## src/rtl/twos_ser_tx.sv

```systemverilog
`default_nettype none
// ============================================================================
//  Module      : twos_ser_tx
//  Description : Parallel-to-serial transmitter feeding a serial two's
//                complement inverter. Accepts a W-bit word over a
//                valid/ready handshake, emits one frame-reset cycle on ser_r,
//                then shifts the word out LSB first on ser_i.
//                Optional feature macro: TWOS_SER_TX_SIGN_EXT_EN
//                (appends the sign bit as an extra (W+1)-th serial bit).
//  Revision    : 1.0 - initial release
// ============================================================================
module twos_ser_tx #(
   parameter int W = 8
) (
   input  logic         t_clk,
   input  logic         r,
   input  logic         ld_valid,
   input  logic [W-1:0] ld_data,
   output logic         ld_ready,
   output logic         ser_i,
   output logic         ser_r,
   output logic         busy,
   output logic         done
);

   // Frame length: one extra sign bit when the extension feature is built in
`ifdef TWOS_SER_TX_SIGN_EXT_EN
   localparam int c_nbits = W + 1;
`else
   localparam int c_nbits = W;
`endif

   // Counter is sized to hold N, even though it only ever reaches N-1
   localparam int                c_cw   = $clog2(c_nbits + 1);
   localparam logic [c_cw-1:0]   c_last = c_cw'(c_nbits - 1);

   typedef enum logic [1:0] {
      S_IDLE  = 2'd0,
      S_SYNC  = 2'd1,
      S_SHIFT = 2'd2,
      S_DONE  = 2'd3
   } state_t;

   state_t               r_state;
   logic [c_nbits-1:0]   r_shreg;
   logic [c_cw-1:0]      r_cnt;
   logic                 r_ld_ready;
   logic                 r_ser_i;
   logic                 r_ser_r;
   logic                 r_busy;
   logic                 r_done;

   // A transfer can only happen while idle; ready is a registered copy of that
   wire w_xfer = ld_valid && (r_state == S_IDLE);

   // Word captured at transfer time; extension bit replicated from the MSB
   wire [c_nbits-1:0] w_load_word;
`ifdef TWOS_SER_TX_SIGN_EXT_EN
   assign w_load_word = {ld_data[W-1], ld_data};
`else
   assign w_load_word = ld_data;
`endif

   // Frame sequencer: state, shift register, bit counter and registered outputs
   always_ff @(posedge t_clk or posedge r) begin
      if (r) begin
         r_state    <= S_IDLE;
         r_shreg    <= '0;
         r_cnt      <= '0;
         r_ld_ready <= 1'b1;
         r_ser_i    <= 1'b0;
         r_ser_r    <= 1'b1;
         r_busy     <= 1'b0;
         r_done     <= 1'b0;
      end else begin
         case (r_state)
            S_IDLE: begin
               if (w_xfer) begin
                  r_state    <= S_SYNC;
                  r_shreg    <= w_load_word;
                  r_cnt      <= '0;
                  r_ld_ready <= 1'b0;
                  r_busy     <= 1'b1;
                  // Downstream stays in reset for the SYNC cycle
                  r_ser_r    <= 1'b1;
                  r_ser_i    <= 1'b0;
               end
            end

            S_SYNC: begin
               r_state <= S_SHIFT;
               r_ser_r <= 1'b0;
               // Bit 0 appears the cycle after SYNC
               r_ser_i <= r_shreg[0];
            end

            S_SHIFT: begin
               r_shreg <= {1'b0, r_shreg[c_nbits-1:1]};
               if (r_cnt == c_last) begin
                  // Last bit has been presented; counter holds at N-1
                  r_state <= S_DONE;
                  r_ser_i <= 1'b0;
                  r_done  <= 1'b1;
               end else begin
                  r_cnt   <= r_cnt + 1'b1;
                  // Present the next bit in the same edge that shifts it down
                  r_ser_i <= r_shreg[1];
               end
            end

            S_DONE: begin
               r_state    <= S_IDLE;
               r_done     <= 1'b0;
               r_busy     <= 1'b0;
               r_ld_ready <= 1'b1;
               r_ser_r    <= 1'b1;
               r_ser_i    <= 1'b0;
            end

            default: begin
               r_state    <= S_IDLE;
               r_cnt      <= '0;
               r_done     <= 1'b0;
               r_busy     <= 1'b0;
               r_ld_ready <= 1'b1;
               r_ser_r    <= 1'b1;
               r_ser_i    <= 1'b0;
            end
         endcase
      end
   end

   assign ld_ready = r_ld_ready;
   assign ser_i    = r_ser_i;
   assign ser_r    = r_ser_r;
   assign busy     = r_busy;
   assign done     = r_done;

endmodule
`default_nettype wire

```

## config.mk

```make
export PLATFORM = sky130hd
export DESIGN_NAME = twos_ser_tx
export DESIGN_NICKNAME = d
export VERILOG_FILES = /design/src/rtl/twos_ser_tx.sv
export SDC_FILE = /design/constraint.sdc
export NUM_CORES = 1
export LEC_CHECK = 0
export BUFFER_PORTS_ARGS = -buffer_cell sky130_fd_sc_hd__buf_2
export CAP_MARGIN = 10
export CORE_MARGIN = 4
export CORE_UTILIZATION = 54
export CTS_CLUSTER_SIZE = 28
export DETAILED_ROUTE_END_ITERATION = 8
export PLACE_DENSITY = 0.75
export SLEW_MARGIN = 20
export SYNTH_ARGS = -nofsm -noshare
export SYNTH_HDL_FRONTEND = slang
export SYNTH_SLANG_ARGS = --single-unit
```

## constraint.sdc

```tcl
create_clock -name t_clk -period 2 [get_ports t_clk]
set_input_delay 0 -clock t_clk [delete_from_list [all_inputs] [get_ports t_clk]]
set_output_delay 0 -clock t_clk [all_outputs]
set_load 0.05 [all_outputs]
```

==> qor.log <==
qor: timing.finClkSkew 0.00332 ns
qor: die.core_area 1780 µm²
qor: timing.layout_min_cycle_time 1.75 ns
qor: worst_setup_path.critPathLaunchType flip-flop
qor: placed_design.final_gp_congestion 0.785
qor: grt.first_global_vias 891
qor: synthesis.synth_edf_count 0
qor: final_layout.finalNetCount 148
qor: synthesis.yosys_most_used_dff dfrtp_1
qor: worst_setup_path.critical_path.reg2reg.startpoint r_state[1]
qor: synthesis.synth_top_family_by_area compound AO/OA/AOI/OAI gates
qor: synthesis.post_synth_xor_area_fraction 0%
qor: grt.grtUsageTotal 19.4%
qor: power.vdd.ir_drop.worst 0.860 mV
qor: synthesis.synth_fp_nets 127
qor: clock_network.tritoncts built
qor: clock_network.cts_htree_levels 1
qor: clock_network.clock_latency 0.30 ns
qor: synthesis.netlist-cell-type-count 31
qor: clock_network.clock_sinks 19
qor: die.die_width 52.1 µm
qor: synthesis.netlist_top_cells_area dfrtp_1, o22ai_1, ha_1, dfstp_2, a21oi_1
qor: grt.grt_pass1_wl 3.87 mm
qor: routing.wire_per_inst 14.8 µm
qor: worst_setup_path.ff2ff_path_depth 6
qor: synthesis.post_synth_fa_ha_maj_area_fraction 5.95%
qor: final_layout.final_core_utilization 67.6%
qor: timing.final-max-slew-violation-count 0
qor: worst_setup_path.critPathArrivalTime 1.96 ns
qor: timing.max_freq 571 MHz
qor: worst_setup_path.cp.required 2.20 ns
qor: min_path.worstHoldStart ld_data[3]
qor: synthesis.synthesis.instances 111
qor: synthesis.yosys.area.top_type dfrtp_1
qor: placed_design.dpl.hpwl 1.65 mm
qor: clock_network.cts_resized 0
qor: die.num_io_pins 16
qor: grt.gr-total-overflow 0
qor: synthesis.post_synth.cell_area_avg 9.48 µm²
qor: die.floorplan.rows 15
qor: timing.slew_headroom 52.3%
qor: worst_setup_path.timing.rr.end r_cnt[3]
qor: worst_setup_path.critical_path.max_fanout 12
qor: timing.worst_pin_slew 0.715 ns
qor: grt.number_of_antenna_violations_at_the_first_check_in_global_routing 0
qor: final_layout.n_antenna_cell 0
qor: routing.drc 0
qor: min_path.hp-class input pin to flip-flop
qor: die.design.die.area 2720 µm²
qor: run.cap_violations 0
qor: status.run_status finished clean
qor: clock_network.post_cts.repair.setup_buffers 0
qor: die.initial_cell_density_of_the_core 59.0%
qor: synthesis.synth_top_cell_area_share 40.4%
qor: synthesis.compound_cell_area_share_of_the_yosys_netlist 22.2%
qor: routing.ant_nets 0
qor: power.p_leak 0.000552 µW
qor: routing.detail_route.wirelength 2.31 mm
qor: timing.grt_setup_unrepaired false
qor: grt.pin_count_of_the_biggest_net_entering_global_routing 20
qor: timing.setup_viol 0
qor: clock_network.clock_transition_at_the_register_clock_pins_on_the_worst_setup_and_hold_paths_after_cts 0.11 ns
qor: routing.drt_first_pass_iters 4
qor: routing.drt-initial-drc-count 32
qor: synthesis.ys_async_sr_fraction 100%
qor: timing.timing.final.crit_share 87.6%
qor: timing.final-hold-violation-count 0
qor: synthesis.yosysMostFrequentCell dfrtp_1
qor: synthesis.yosys.area_share.simple 16.2%
qor: die.die_height 52.1 µm
qor: synthesis.post_synthesis_sequential_element_count 19
qor: synthesis.syn_area 1050 µm²
qor: final_layout.area.growth.synth_to_final 14.6%
qor: min_path.timing.hold.worst_path_depth 3
qor: final_layout.drive_gt1_share 22.9%
qor: timing.setup_total_negative_slack 0 ns
qor: synthesis.yosysWarnings 0
qor: synthesis.synth_sequential_area_ratio 45.4%
qor: routing.via_per_inst 5.84
qor: clock_network.number_of_buffers_added_by_the_clock_tree_synthesis_step 3
qor: placed_design.portBuffers 15
qor: power.powerDensity 1630 nW/µm²
qor: clock_network.clock_tree.root_cell clkbuf_4
qor: worst_setup_path.ff_to_ff_setup_slack 0.25 ns
qor: routing.via_count 911
qor: synthesis.synth_top_cells_by_count dfrtp_1, nand2_1, nor2_1, o22ai_1, a21oi_1
qor: min_path.holdPathEnd r_shreg[3]
qor: worst_setup_path.path_class flip-flop to flip-flop
qor: synthesis.post_synthesis_mux_area_share 4.28%
qor: worst_setup_path.end_kind flip-flop
qor: clock_network.clock_path_buffers 2
qor: clock_network.cts.hold.buffers_added 5
## cell usage in the layout (no fill, tap or decap), drive strengths merged, types with 3 or more instances in the layout
master        n
buf          17
nand2        12
o21ai         8
nor2         11
a21oi        10
mux2          4
dlygate4sd3   5
o22ai        11
dfrtp        17
ha            5
inv           5
clkbuf        4
nand3         3
## routing by layer
metal / routed length [µm] / track usage [%] / part of all wire [%]
met3: 99 / 3.72 / 4.3
met2: 1120 / 32.4 / 49
met5: 0 / 0 / 0
met1: 1050 / 24.5 / 45
met4: 42 / 7.66 / 1.8
## report_power, final
part	total, µW	leakage (µW)	switching, µW	internal (µW)
Combinational	1060	0.000311	655	400
Sequential	712	0.000226	144	568
Clock	199	0.0000150	122	77.9
Total	1970	0.000552	921	1050
## worst max-delay path, stage by stage (launching register included)
cell	delay (ns)
dfrtp_1	0.42
inv_1	0.11
ha_1	0.39
nor2b_4	0.31
nor4_2	0.07
a21o_1	0.16
a22o_2	0.20
## cells by family after synthesis
kind of cell               Yosys count
AOI/OAI and AO/OA                   38
buffers and inverters               11
DFF                                 19
and+or+nand+nor                     34
muxes                                4
adders and majority gates            5
## registers in the layout, indices dropped and copies added (netlist names)
register  flops
r_shreg       8
ser_i         1
r_cnt         4
r_state       2
ser_r         1
done          1
busy          1
ld_ready      1
## metrics by stage
step | area [µm²] | total power (µW) | worst slack [ns] | std cells | hold slack [ns]
after detailed placement | 1130 | 1760 | 0.284 | 147 | 0.148
final | 1210 | 1970 | 0.248 | 156 | 0.00699
after global placement | 1130 | 1710 | 0.352 | 147 | 0.144
after CTS | 1210 | 1960 | 0.270 | 156 | 0.00946
after global routing | 1210 | 2130 | 0.122 | 156 | 0.0299
after floorplan | 1050 | 1530 | 0.523 | 111 | -0.0504
## layout make-up
type	count	area, µm²
flip-flops and latches	19	478
repair buffers	22	140
well taps	25	31.3
multi-input cells	81	512
fillers	149	577
clock buffers	4	26.3
inverters	5	18.8
## worst max-delay path by stage
| stage | start | end | slack (ns) | depth (start not counted) |
|---|---|---|---|---|
| 2_1_floorplan | r_state[0] | r_cnt[3] | 0.52 | 8 |
| 3_3_place_gp | r_state[0] | r_cnt[3] | 0.35 | 6 |
| 3_5_place_dp | r_state[1] | r_cnt[3] | 0.28 | 6 |
| 4_1_cts | r_state[1] | r_cnt[3] | 0.27 | 6 |
| 5_1_grt | r_state[0] | r_shreg[1] | 0.12 | 7 |
| 6_report | r_state[1] | r_cnt[3] | 0.25 | 6 |
Note: power is estimated with default switching activity, not from simulation.
